<file path="src/rtl/sram_1rw_arbiter_if.sv">
// sram_1rw_arbiter_if: write/read requester handshake and read response bundle.
// Revision: 1.0
`default_nettype none

interface sram_1rw_arbiter_if #(
  parameter int ADDR_W = 1,
  parameter int DATA_W = 28,
  parameter int MASK_W = 4
);
  logic              w_valid;
  logic              w_ready;
  logic [ADDR_W-1:0] w_addr;
  logic [DATA_W-1:0] w_data;
  logic [MASK_W-1:0] w_mask;
  logic              r_valid;
  logic              r_ready;
  logic [ADDR_W-1:0] r_addr;
  logic              resp_valid;
  logic [DATA_W-1:0] resp_data;

  modport master (
    output w_valid, w_addr, w_data, w_mask, r_valid, r_addr,
    input  w_ready, r_ready, resp_valid, resp_data
  );

  modport slave (
    input  w_valid, w_addr, w_data, w_mask, r_valid, r_addr,
    output w_ready, r_ready, resp_valid, resp_data
  );
endinterface

`default_nettype wire

</file>
<file path="src/rtl/sram_1rw_arbiter.sv">
// sram_1rw_arbiter: zero-fills a 1RW masked SRAM, then arbitrates write/read onto it.
// Optional SRAM_1RW_ARB_HOLD_RDATA_EN keeps resp_data at the last read value. Revision: 1.0
`default_nettype none

module sram_1rw_arbiter #(
  parameter int DEPTH        = 2,
  parameter int ADDR_W       = 1,
  parameter int DATA_W       = 28,
  parameter int MASK_W       = 4,
  parameter int STARVE_LIMIT = 3
) (
  input  logic              clock,
  input  logic              reset,
  sram_1rw_arbiter_if.slave bus,
  output logic              init_done,
  output logic              sram_en,
  output logic              sram_wmode,
  output logic [ADDR_W-1:0] sram_addr,
  output logic [MASK_W-1:0] sram_wmask,
  output logic [DATA_W-1:0] sram_wdata,
  input  logic [DATA_W-1:0] sram_rdata
);
  localparam int STARVE_W = $clog2(STARVE_LIMIT + 1);

  typedef enum logic [0:0] {
    S_INIT = 1'b0,
    S_RUN  = 1'b1
  } state_t;

  state_t              state;
  state_t              state_next;
  logic [ADDR_W-1:0]   init_cnt;
  logic [STARVE_W-1:0] starve_cnt;
  logic                resp_valid_q;
  logic                init_done_q;
  logic                force_rd;
  logic                w_fire;
  logic                r_fire;

  assign force_rd = (starve_cnt == STARVE_W'(STARVE_LIMIT));

  always_comb begin
    state_next  = state;
    bus.w_ready = 1'b0;
    bus.r_ready = 1'b0;
    w_fire      = 1'b0;
    r_fire      = 1'b0;
    sram_en     = 1'b0;
    sram_wmode  = 1'b0;
    sram_addr   = '0;
    sram_wmask  = '0;
    sram_wdata  = '0;
    case (state)
      S_INIT: begin
        sram_en    = 1'b1;
        sram_wmode = 1'b1;
        sram_addr  = init_cnt;
        sram_wmask = '1;
        if (init_cnt == ADDR_W'(DEPTH - 1)) state_next = S_RUN;
      end
      S_RUN: begin
        // Writes win unless the pending read has lost STARVE_LIMIT times in a row.
        bus.w_ready = !(bus.r_valid && force_rd);
        bus.r_ready = !(bus.w_valid && !force_rd);
        w_fire      = bus.w_valid && bus.w_ready;
        r_fire      = bus.r_valid && bus.r_ready;
        if (w_fire) begin
          sram_en    = 1'b1;
          sram_wmode = 1'b1;
          sram_addr  = bus.w_addr;
          sram_wmask = bus.w_mask;
          sram_wdata = bus.w_data;
        end else if (r_fire) begin
          sram_en    = 1'b1;
          sram_addr  = bus.r_addr;
        end
      end
      default: state_next = S_INIT;
    endcase
  end

  always_ff @(posedge clock) begin
    if (reset) begin
      state        <= S_INIT;
      init_cnt     <= '0;
      starve_cnt   <= '0;
      resp_valid_q <= 1'b0;
      init_done_q  <= 1'b0;
    end else begin
      state        <= state_next;
      init_done_q  <= (state_next == S_RUN);
      resp_valid_q <= r_fire;
      if (state == S_INIT) begin
        init_cnt   <= init_cnt + 1'b1;
        starve_cnt <= '0;
      end else if (bus.r_valid && !r_fire) begin
        if (!force_rd) starve_cnt <= starve_cnt + 1'b1;
      end else begin
        starve_cnt <= '0;
      end
    end
  end

  assign init_done      = init_done_q;
  assign bus.resp_valid = resp_valid_q;

`ifdef SRAM_1RW_ARB_HOLD_RDATA_EN
  logic [DATA_W-1:0] hold_q;

  always_ff @(posedge clock) begin
    if (reset) begin
      hold_q <= '0;
    end else if (resp_valid_q) begin
      hold_q <= sram_rdata;
    end
  end

  assign bus.resp_data = resp_valid_q ? sram_rdata : hold_q;
`else
  assign bus.resp_data = sram_rdata;
`endif

endmodule

`default_nettype wire

</file>
<file path="src/flat_wrapper.sv">
// flat-port wrapper written by rule: the top's interface ports become plain ports
module sram_1rw_arbiter_flat 
#(
  parameter int DEPTH        = 2,
  parameter int ADDR_W       = 1,
  parameter int DATA_W       = 28,
  parameter int MASK_W       = 4,
  parameter int STARVE_LIMIT = 3
)
  (clock, reset, init_done, sram_en, sram_wmode, sram_addr, sram_wmask, sram_wdata, sram_rdata, bus_w_valid, bus_w_addr, bus_w_data, bus_w_mask, bus_r_valid, bus_r_addr, bus_w_ready, bus_r_ready, bus_resp_valid, bus_resp_data);
  sram_1rw_arbiter_if #(.ADDR_W(ADDR_W), .DATA_W(DATA_W), .MASK_W(MASK_W)) bus_i ();
  input  logic clock;
  input  logic reset;
  output logic init_done;
  output logic sram_en;
  output logic sram_wmode;
  output logic [ADDR_W-1:0] sram_addr;
  output logic [MASK_W-1:0] sram_wmask;
  output logic [DATA_W-1:0] sram_wdata;
  input  logic [DATA_W-1:0] sram_rdata;
  input wire logic [$bits(bus_i.w_valid)-1:0] bus_w_valid;
  input wire logic [$bits(bus_i.w_addr)-1:0] bus_w_addr;
  input wire logic [$bits(bus_i.w_data)-1:0] bus_w_data;
  input wire logic [$bits(bus_i.w_mask)-1:0] bus_w_mask;
  input wire logic [$bits(bus_i.r_valid)-1:0] bus_r_valid;
  input wire logic [$bits(bus_i.r_addr)-1:0] bus_r_addr;
  output wire logic [$bits(bus_i.w_ready)-1:0] bus_w_ready;
  output wire logic [$bits(bus_i.r_ready)-1:0] bus_r_ready;
  output wire logic [$bits(bus_i.resp_valid)-1:0] bus_resp_valid;
  output wire logic [$bits(bus_i.resp_data)-1:0] bus_resp_data;
  assign bus_i.w_valid = bus_w_valid;
  assign bus_i.w_addr = bus_w_addr;
  assign bus_i.w_data = bus_w_data;
  assign bus_i.w_mask = bus_w_mask;
  assign bus_i.r_valid = bus_r_valid;
  assign bus_i.r_addr = bus_r_addr;
  assign bus_w_ready = bus_i.w_ready;
  assign bus_r_ready = bus_i.r_ready;
  assign bus_resp_valid = bus_i.resp_valid;
  assign bus_resp_data = bus_i.resp_data;
  sram_1rw_arbiter #(.DEPTH(DEPTH), .ADDR_W(ADDR_W), .DATA_W(DATA_W), .MASK_W(MASK_W), .STARVE_LIMIT(STARVE_LIMIT)) u_core (.clock(clock), .reset(reset), .bus(bus_i), .init_done(init_done), .sram_en(sram_en), .sram_wmode(sram_wmode), .sram_addr(sram_addr), .sram_wmask(sram_wmask), .sram_wdata(sram_wdata), .sram_rdata(sram_rdata));
endmodule
</file>
<file path="config.mk">
export PLATFORM = sky130hd
export DESIGN_NAME = sram_1rw_arbiter_flat
export DESIGN_NICKNAME = d
export VERILOG_FILES = /design/src/rtl/sram_1rw_arbiter_if.sv /design/src/rtl/sram_1rw_arbiter.sv /design/src/flat_wrapper.sv
export SDC_FILE = /design/constraint.sdc
export NUM_CORES = 1
export LEC_CHECK = 0
export ABC_AREA = 1
export CAP_MARGIN = 20
export CORE_MARGIN = 3
export CORE_UTILIZATION = 21
export DETAILED_ROUTE_END_ITERATION = 8
export GPL_TIMING_DRIVEN = 0
export MAX_ROUTING_LAYER = met4
export PLACE_DENSITY = 0.8
export SLEW_MARGIN = 40
export SYNTH_ARGS = -nofsm -noshare
export SYNTH_HDL_FRONTEND = slang
export SYNTH_SLANG_ARGS = --single-unit
export TNS_END_PERCENT = 1
</file>
<file path="constraint.sdc">
create_clock -name clock -period 1.8 [get_ports clock]
set_input_delay 0.36 -clock clock [delete_from_list [all_inputs] [get_ports clock]]
set_output_delay 0.36 -clock clock [all_outputs]
set_load 0.05 [all_outputs]
</file>
## Yosys cells after proc, flatten, opt, wreduce, memory -nomap -nowiden

Index checks and enable logic that the tools add are counted.

| storage, ports and cells | value |
|---|---|
| register bits after elaboration | 5 |
| bits in latches | 0 |
| memory bits (writable) | 0 |
| ROM bits | 0 |
| bits of input ports | 66 |
| output and inout port bits | 67 |
| logic and storage cells | 36 |
| memories | 0 |

| cells by class | value |
|---|---|
| $add $sub $neg | 2 |
| multipliers | 0 |
| div/mod/pow operators | 0 |
| order comparisons | 0 |
| equality and inequality tests | 1 |
| shifts and indexed selects | 0 |
| muxes and demuxes | 17 |
| bitwise gates (word level) | 2 |
| reductions and logical operators | 10 |

Operators by type and width:

| operator | number |
|---|---|
| $mux 28 | 2 |
| $mux 1 | 10 |
| $pmux 4 s2 | 1 |
| $pmux 1 s2 | 3 |
| $logic_and 1x1->1 | 5 |
| $logic_not 1->1 | 4 |
| $mux 4 | 1 |
| $reduce_or 3->1 | 1 |
| $add 2x1->2 const B | 1 |
| $eq 2x2->1 const B | 1 |
| $not 1->1 | 2 |
| $add 1x1->1 const B | 1 |

## Longest topological paths before layout

Gate-level depths: netlist of run 1.

| depth | value |
|---|---|
| depth after elaboration | 10 |
| depth in mapped cells | 7 |
| gate-level depth less buffers | 7 |

## Worst setup path after synthesis of run 1

OpenSTA, ideal clock, no wires.

| timing path | value |
|---|---|
| path type | reg-to-output |
| from | register u_core.init_done (netlist name) |
| to | output sram_wdata[10] |
| data arrival time | 2,187 ps |
| setup slack | -747 ps |
| stages on the path, launching flop included | 7 |
| cell sequence | dfxtp_1 > buf_6 > inv_4 > a21oi_4 > nand2_4 > buf_6 > nor2_1 |

RTL lines:

| item | RTL line | RTL |
|---|---|---|
| to (decl) | flat_wrapper.sv:19 | `output logic [DATA_W-1:0] sram_wdata;` |

## Final worst setup path of run 1

| timing path | value |
|---|---|
| from | input bus_r_valid |
| to | output sram_wdata[14] |

| on the way | value |
|---|---|
| longest elaborated chain between the ends | 5 |

Ends and longest elaborated chain:

| item | RTL line | RTL |
|---|---|---|
| from (decl) | flat_wrapper.sv:25 | `input wire logic [$bits(bus_i.r_valid)-1:0] bus_r_valid;` |
| $logic_and 1x1->1 | sram_1rw_arbiter.sv:63 | `bus.w_ready = !(bus.r_valid && force_rd);` |
| $logic_not 1->1 | sram_1rw_arbiter.sv:63 |  |
| $logic_and 1x1->1 | sram_1rw_arbiter.sv:65 | `w_fire = bus.w_valid && bus.w_ready;` |
| $mux 28 | sram_1rw_arbiter.sv:67 | `if (w_fire) begin` |
| $mux 28 | sram_1rw_arbiter.sv:53 | `case (state)` |

Every way passes these cells.

==> impl_metrics.ini, run 1 <==
[layout]
final_cell_mix = clkdlybuf4s50_1, buf_4, inv_1
final_area_um2 = 2260
drive_gt1_share_pct = 47.2
antenna_cells = 0
area_delta_synth_final_pct = 189
nets = 316
final_common_cell = clkdlybuf4s50_1
fillers = 293

[power]
power_switching_w = 0.000638
p_leak_nw = 1.09
clkPwrFrac_pct = 16.1
p_total_w = 0.00131
p_per_area_nw_per_um2 = 578
p_int_w = 0.000667
seq_power_share_pct = 10.1
p_sw_share_pct = 48.9
pwr-share-comb_pct = 73.8
vdd_drop_max_mv = 0.469

[critical_path]
critPathMaxFanout = 6
cp-end-kind = primary output
required_ns = 1.44
critPathKind = in2out
worst_setup_path_start_kind = input port
cp.arrival_ns = 1.51

[synthesis]
synth_top_area_share_pct = 26.9
synth_cell_types = 16
ys_seq_area_share_pct = 12.8
yosysWarnings = 0
postSynthAreaPerCell_um2 = 6.02
synthTopCellsByArea = buf_4, inv_1, nor2_1
synth-seq-cells = 5
ys.flop_type = dfxtp_1
syn_nets = 197
netlist_area_um2 = 782
syn_inst = 130
yosys.area.top_type = buf_4
synth-edff-count = 0
ys_async_sr_fraction_pct = 0

[grt]
grt_pass1_wl_mm = 4.35
antenna_found_initial = 0
grt_max_degree = 11
first_global_vias = 1012
track_usage_pct = 12.8
busiest_layer = met2
grt_use_met1_pct = 14.3
gr-total-overflow = 0
grtUsageMet2_pct = 22.9
use_met3_pct = 1.85

[floorplanning]
die_y_um = 67.0
dieArea_um2 = 4490
ios = 133
initial_core_util_pct = 22.5
core_area_um2 = 3470
rows = 21
fp.dieW_um = 67.0

[place]
place_area_um2 = 2040
io_buffers = 104
hpwl_mm = 2.61
globalplace.congestion = 0.753

[routing]
routed_wl_mm = 3.31
wl_per_cell_um = 11.3
vias = 1142
drt_iter0_drc = 17
dr.pass1.iters = 4
antenna_left = 0
drc_errors = 0
vias_per_cell = 3.88

[run_status]
failed_checks = setup timing
status = finished with violations

[cts]
cts.sinks = 5
cts_buffers = 3
htreeDepth = 1
cts-root-buf = clkbuf_8
insertion_delay_ns = 0.22
cts_hold_buf = 0
cts_tree = built
cts.reportedPaths.clkPinSlew_ns = 0.04
clk_path_buf_depth = 2

[run]
drv_cap = 0

[sta]
clock_skew_ns = 0.000210
drv_slew = 0
tns_ns = -0.980
layout_min_cycle_time_ns = 1.87
fin_crit_sh_pct = 104
worstMarginPinSlew_ns = 0.509
finalWorstSetupSlack_ns = -0.0695
hold_violations = 0
setup-violations-final = 23
rsz0062_at_grt = true
max_slew_margin_pct = 65.9
fmax_ghz = 0.535

[hold_path]
hp-class = reg2reg
per-layer routing:
| metal | vias to the layer above | wire length (um) |
|---|---|---|
| li1 | 577 | - |
| met1 | 498 | 1180 |
| met2 | 65 | 1830 |
| met3 | 2 | 263 |
| met4 | 0 | 34 |
| met5 | - | 0 |
through the flow:
| stage | hold WS, ns | setup slack [ns] | util [%] | std cells |
|---|---|---|---|---|
| after floorplan | 0.398 | -0.215 | - | 130 |
| after global placement | 0.413 | -0.993 | 58.8 | 280 |
| after detailed placement | 0.416 | -0.988 | 58.8 | 280 |
| after CTS | 0.424 | -0.0570 | 62.8 | 290 |
| after global routing | 0.443 | -0.113 | 65.1 | 294 |
| final | 0.425 | -0.0695 | 65.1 | 294 |
path summary, 6_finish.rpt:
check	startpoint	slack (ns)	cells past startpoint	to
max	bus_r_valid	-0.07	6	sram_wdata[14]
max reg2reg	u_core.starve_cnt[1]	0.77	4	u_core.starve_cnt[1]
min reg2reg	u_core.starve_cnt[0]	0.42	1	u_core.starve_cnt[0]
min	u_core.starve_cnt[0]	0.42	1	u_core.starve_cnt[0]
cells in the mapped netlist (2+ instances only):
cell,count
nor2_2,10
buf_4,28
dfxtp_1,5
nand3_1,2
o21a_1,4
inv_1,32
nor2_1,27
nand2_1,12
buf_6,3
worst max-delay path: stages:
cell and delay, ns:
dlygate4sd2_1 0.32, a21oi_4 0.22, nand2_4 0.15, clkbuf_16 0.20, nor2_4 0.08, buf_6 0.16
power groups by stage:
stage / sequential (W) / clock [W] / combinational (W)
after global placement: 0.000133 / 0 / 0.000884
after detailed placement: 0.000133 / 0 / 0.000888
after floorplan: 0.000148 / 0 / 0.000580
final: 0.000132 / 0.000210 / 0.000963
after global routing: 0.000134 / 0.000223 / 0.00101
after CTS: 0.000132 / 0.000211 / 0.000921
registers in the layout, indices dropped and copies added, names as in the netlist:
signal	count
u_core.init_done	1
u_core.starve_cnt	2
u_core.init_cnt	1
u_core.bus.resp_valid	1
area by class of cell:
type	instances	area [um^2]	share of cell area, %
Multi-Input combinational cell	62	488	21.6
Tap cell	46	57.6	2.55
Clock buffer	4	45.0	1.99
Inverter	33	126	5.60
Sequential cell	5	106	4.71
Timing Repair Buffer	113	1170	51.8
Buffer	31	265	11.7
what timing repair did:
item                                    4_1_cts  5_1_grt
buffers inserted                              4        3
gates cloned                                  2        1
resized for setup                           240       15
hold endpoints to repair                      0        0
pin swaps                                     4        1
endpoints found under the setup margin       37       37
cells by family after synthesis:
kind of cell	count (synthesis)	synth area share, %
and+or+nand+nor	53	30.2
DFF	5	12.8
AOI/OAI and AO/OA	6	6.88
xor gates and xnor gates	1	1.12
buffers and inverters	64	47.4
adders and majority gates	1	1.60
(Power assumes the default switching activity.)
==> inputs of run 2 (changes only) <==
--- a/config.mk
+++ b/config.mk
@@ -5,14 +5,13 @@
 export SDC_FILE = /design/constraint.sdc
 export NUM_CORES = 1
 export LEC_CHECK = 0
-export ABC_AREA = 1
 export CAP_MARGIN = 20
 export CORE_MARGIN = 3
 export CORE_UTILIZATION = 21
 export DETAILED_ROUTE_END_ITERATION = 8
 export GPL_TIMING_DRIVEN = 0
 export MAX_ROUTING_LAYER = met4
-export PLACE_DENSITY = 0.8
+export PLACE_DENSITY = 0.82
 export SLEW_MARGIN = 40
 export SYNTH_ARGS = -nofsm -noshare
 export SYNTH_HDL_FRONTEND = slang
==> run 2 against run 1 <==
Compared with the run above: the flow still finishes with violations (setup timing); maximum frequency up 1.8%; design area fell by 12%; flip-flop and latch count did not move; area after synthesis fell by 4.0%; utilization decreased by 6.2 points; combinational power is 9.7% lower; clock power decreased by 37%; critical endpoint is now sram_wdata[26]; total power down 13%; register-to-register slack improved by 0.10 ns; highest routed layer unchanged; cell count is 15% lower.
==> impl_metrics.ini, run 2 <==
[critical_path]
required_ns = 1.44
cp.arrival_ns = 1.48
worst_setup_path_start_kind = register
critPathLaunch = u_core.starve_cnt[1]
worstSetupEndpoint = sram_wdata[26]
r2r_start = u_core.init_done
r2r-end = u_core.init_done
cp-end-kind = primary output
crit_chain = ha_4, nand2_4, and3_4, buf_8, and2_4, buf_8
slowest_delay_ns = 0.35
crit_family = simple AND/OR/NAND/NOR gates
critPathKind = reg2out
cp_num_cells = 6
worst_path_max_delay_cell = dfxtp_1
critPathMaxFanout = 10
cpMostUsedCell = buf_8
worstPathBufferInverterCount = 2
rr_worst_depth = 3
r2r_setup_slack_ns = 0.87

[sta]
hold_violations = 0
layout_min_cycle_time_ns = 1.84
setup-violations-final = 25
fin_crit_sh_pct = 102
drv_slew = 0
worstMarginPinSlew_ns = 0.516
fmax_ghz = 0.544
finalWorstSetupSlack_ns = -0.0370
max_slew_margin_pct = 65.5
rsz0062_at_grt = true
clock_skew_ns = 0.00203

[routing]
vias = 963
dr.pass1.iters = 4
vias_per_cell = 3.85
drt_iter0_drc = 7
drc_errors = 0
wl_per_cell_um = 11.9
antenna_left = 0
routed_wl_mm = 2.97

[layout]
drive_gt1_share_pct = 47.5
final_common_cell = clkdlybuf4s50_1
largest-register = u_core.starve_cnt
largest_reg_flops = 2
nets = 272
antenna_cells = 0
final_cell_mix = clkdlybuf4s50_1, buf_4, buf_8
area_delta_synth_final_pct = 166
final_area_um2 = 2000

[synthesis]
postSynthAreaPerCell_um2 = 7.82
yosysWarnings = 0
syn_nets = 163
yosys.area.top_type = buf_4
syn_inst = 96
ys.flop_type = dfxtp_1
ys_async_sr_fraction_pct = 0
netlist_area_um2 = 751
synthTopCellsByArea = buf_4, and2_4, dfxtp_1
ys_seq_area_share_pct = 13.3
synth-seq-cells = 5
ys_top_cells_by_count = buf_4, and2_4, and2_1, nor2_1
synth-edff-count = 0
yosysMostFrequentCell = buf_4
synth_cell_types = 22
synth_top_area_share_pct = 28.0

[cts]
cts.sinks = 5
postCtsSetupBuffers = 0
htreeDepth = 1
cts_buffers = 3
cts-root-buf = clkbuf_4
cts_tree = built
insertion_delay_ns = 0.25
cts.reportedPaths.clkPinSlew_ns = 0.04
clk_path_buf_depth = 2

[floorplanning]
ios = 133
fp.dieW_um = 65.8
core_area_um2 = 3390
dieArea_um2 = 4330
die_y_um = 65.8
initial_core_util_pct = 22.1
rows = 21

[grt]
track_usage_pct = 12.4
gr-total-overflow = 0
first_global_vias = 897
antenna_found_initial = 0
grt_pass1_wl_mm = 4.15
grt_max_degree = 11

[power]
vdd_drop_max_mv = 0.382
p_per_area_nw_per_um2 = 568
p_leak_nw = 0.919

[place]
io_buffers = 104
place_area_um2 = 1860
globalplace.congestion = 0.660
hpwl_mm = 2.45
place_ws_ns = -0.937

[run_status]
status = finished with violations
failed_checks = setup timing

[run]
drv_cap = 0

[hold_path]
hp-class = reg2reg
[run 2: stage by stage]
step | hold WS [ns] | utilization, % | TNS, ns | std cells | total power [W]
2_1_floorplan | 0.408 | - | -0.766 | 96 | 0.000691
3_3_place_gp | 0.420 | 55.0 | -30.13 | 246 | 0.000977
3_5_place_dp | 0.442 | 55.0 | -30.71 | 246 | 0.000982
4_1_cts | 0.447 | 57.5 | -1.46 | 250 | 0.00113
5_1_grt | 0.464 | 58.9 | -2.69 | 250 | 0.00118
6_report | 0.442 | 58.9 | -0.676 | 250 | 0.00113
[run 2: area by class of cell]
cell class                 count  area (um^2)
fill                         299         1390
timing repair buffer         104         1120
multi-input combinational     55          419
buffer                        31          248
sequential                     5          101
tap                           46         57.6
clock buffer                   4         26.3
inverter                       5         18.8
[run 2: cells by family after synthesis]
kind of cell	synth area share, %
simple gates	42.7
flops	13.3
buf+inv	36.7
xor+xnor	1.17
fa+ha+maj	1.67
compound gates	4.50
[run 2: what timing repair did]
action	in CTS	in global routing
resized for setup	234	20
pin swaps	1	16
endpoints found under the setup margin	38	36
gates cloned	1	0
hold buffers	0	0
[run 2: power by group]
| part | switching [W] | leakage, nW | internal, W | total, W |
|---|---|---|---|---|
| logic | 0.000505 | 0.863 | 0.000364 | 0.000870 |
| registers | 0.00000942 | 0.0414 | 0.000122 | 0.000132 |
| clock network | 0.0000479 | 0.0150 | 0.0000839 | 0.000132 |
| total | 0.000563 | 0.919 | 0.000571 | 0.00113 |
[run 2: per-layer routing]
layer | GRT usage, % | wire length [um] | vias to the layer above
met5 | - | 0 | -
met4 | 4.66 | 34 | 0
met3 | 3.23 | 318 | 4
met2 | 21.9 | 1620 | 53
met1 | 13.2 | 997 | 422
li1 | - | - | 484
[run 2: how the worst min path moves through the flow]
stage	start	to	cells after the start	slack (ns)
final	u_core.starve_cnt[0]	u_core.starve_cnt[0]	1	0.44
after global routing	u_core.starve_cnt[0]	u_core.starve_cnt[0]	1	0.46
after CTS	u_core.starve_cnt[0]	u_core.starve_cnt[0]	1	0.45
after detailed placement	u_core.starve_cnt[0]	u_core.starve_cnt[0]	1	0.44
after global placement	u_core.starve_cnt[0]	u_core.starve_cnt[0]	1	0.42
after floorplan	u_core.starve_cnt[0]	u_core.starve_cnt[0]	1	0.41
==> inputs of run 3 (changes only) <==
--- a/config.mk
+++ b/config.mk
@@ -5,13 +5,12 @@
 export SDC_FILE = /design/constraint.sdc
 export NUM_CORES = 1
 export LEC_CHECK = 0
-export CAP_MARGIN = 20
-export CORE_MARGIN = 3
-export CORE_UTILIZATION = 21
+export CORE_AREA = 3 3 51 53
 export DETAILED_ROUTE_END_ITERATION = 8
+export DIE_AREA = 0 0 54 56
+export DONT_BUFFER_PORTS = 1
 export GPL_TIMING_DRIVEN = 0
 export MAX_ROUTING_LAYER = met4
-export PLACE_DENSITY = 0.82
 export SLEW_MARGIN = 40
 export SYNTH_ARGS = -nofsm -noshare
 export SYNTH_HDL_FRONTEND = slang
==> run 3 against run 2 <==
Compared with the run above: the flow now finishes without violations; utilization decreased by 18 points; first-iteration DRC count up 14%; cell count decreased by 49%; flip-flop and latch count unchanged; sequential power grew 15%; register-to-register slack got worse by 0.06 ns; critical path depth decreased by 2; hold slack got worse by 0.27 ns; clock power barely moved; wire length shrank 26%; design area is 56% lower; count of clock-buffer cells in the layout did not move; highest routed layer unchanged.
==> impl_metrics.ini, run 3 (synthesis results as in run 2) <==
[run_status]
status = finished, final reports clean

[layout]
antenna_cells = 0
final_common_cell = buf_4
fin_cells = 128
area_delta_synth_final_pct = 18.2
drive_gt1_share_pct = 77.0
largest_reg_flops = 2
nets = 168
final_area_um2 = 887
final_cell_mix = buf_4, and2_4, and2_2
largest-register = u_core.starve_cnt

[floorplanning]
initial_core_util_pct = 34.3
dieArea_um2 = 3020
fp.dieW_um = 54
die_y_um = 56
core_area_um2 = 2190
rows = 17
ios = 133

[cts]
cts_tree = built
htreeDepth = 1
cts_buffers = 3
clk_path_buf_depth = 2
cts-root-buf = clkbuf_4
cts.reportedPaths.clkPinSlew_ns = 0.04
cts.sinks = 5
insertion_delay_ns = 0.25

[hold_path]
hp-class = in2reg

[critical_path]
critPathMaxFanout = 5
cp.arrival_ns = 1.44
worst_setup_path_start_kind = register
critPathKind = reg2out
cp-end-kind = primary output
r2r_setup_slack_ns = 0.81
required_ns = 1.44

[sta]
max_slew_margin_pct = 58.1
finalWorstSetupSlack_ns = 0.00457
rsz0062_at_grt = true
clock_skew_ns = 0.00101
fin_crit_sh_pct = 99.7
setup-violations-final = 0
worstMarginPinSlew_ns = 0.628
layout_min_cycle_time_ns = 1.80
fmax_ghz = 0.557
drv_slew = 0
hold_violations = 0

[place]
place_area_um2 = 816
place_ws_ns = -0.374
hpwl_mm = 1.85
placed_cells = 124
io_buffers = 0
globalplace.congestion = 0.701

[run]
drv_cap = 0

[grt]
antenna_found_initial = 0
grt_pass1_wl_mm = 2.59
gr-total-overflow = 0
first_global_vias = 534
track_usage_pct = 11.7
grt_max_degree = 11

[routing]
drt_iter0_drc = 8
routed_wl_mm = 2.19
drc_errors = 0
vias_per_cell = 4.81
dr.pass1.iters = 2
antenna_left = 0
wl_per_cell_um = 17.1
vias = 616

[power]
p_leak_nw = 0.429
p_per_area_nw_per_um2 = 976
p_total_w = 0.000866
vdd_drop_max_mv = 0.527
[run 3: cell types whose count changed in the layout (fill, tap and decap cells not counted), sizes merged]
cell / previous run / this run
clkdlybuf4s50: 64 / 0
buf: 61 / 31
dlygate4sd2: 4 / 0
clkbuf: 5 / 4
clkdlybuf4s15: 5 / 0
[run 3: through the flow]
stage | TNS [ns] | utilization [%] | hold WS, ns
finish | 0 | 40.5 | 0.170
global route | -1.16 | 40.5 | 0.153
floorplan | -0.766 | - | 0.408
global placement | -2.54 | 36.6 | 0.417
detailed placement | -3.17 | 37.2 | 0.432
CTS | -0.575 | 39.9 | 0.160
[run 3: per-layer routing]
| metal | vias up | track usage, % | wire length, um |
|---|---|---|---|
| met5 | - | - | 0 |
| met2 | 55 | 18.7 | 1170 |
| li1 | 276 | - | - |
| met3 | 5 | 3.22 | 293 |
| met4 | 0 | 6.41 | 41 |
| met1 | 280 | 12.7 | 681 |
[run 3: path summary, 6_finish.rpt]
kind / startpoint / to / cells past startpoint
hold / removal: reset / u_core.init_done / 1
setup reg to reg: u_core.init_done / u_core.init_cnt / 3
setup / recovery: u_core.starve_cnt[0] / sram_wmask[1] / 4
hold reg to reg: u_core.starve_cnt[0] / u_core.starve_cnt[0] / 1
[run 3: final cells by class]
cell class | count | area, um^2
inverter | 5 | 18.8
sequential | 5 | 106
buffer | 31 | 251
fill | 231 | 1300
multi-input combinational | 55 | 449
tap | 28 | 35.0
clock buffer | 4 | 26.3
[run 3: power by group]
group	internal [W]	switching, W
clock network	0.0000840	0.0000487
registers	0.000124	0.0000278
logic	0.000138	0.000444
[run 3: worst max-delay path: stages (launching register included)]
cell and delay (ns):
dfxtp_2 0.33, ha_4 0.17, nand2_4 0.08, a21boi_2 0.11
a21oi_2 0.50
[run 3: what timing repair did]
item / in CTS / in global routing
hold buffers: 0 / 0
buffers inserted: 0 / 0
endpoints found under the setup margin: 37 / 36
hold endpoints to repair: 0 / 0
cloned: 0 / 1
pin swaps: 24 / 3
resized for setup: 18 / 3
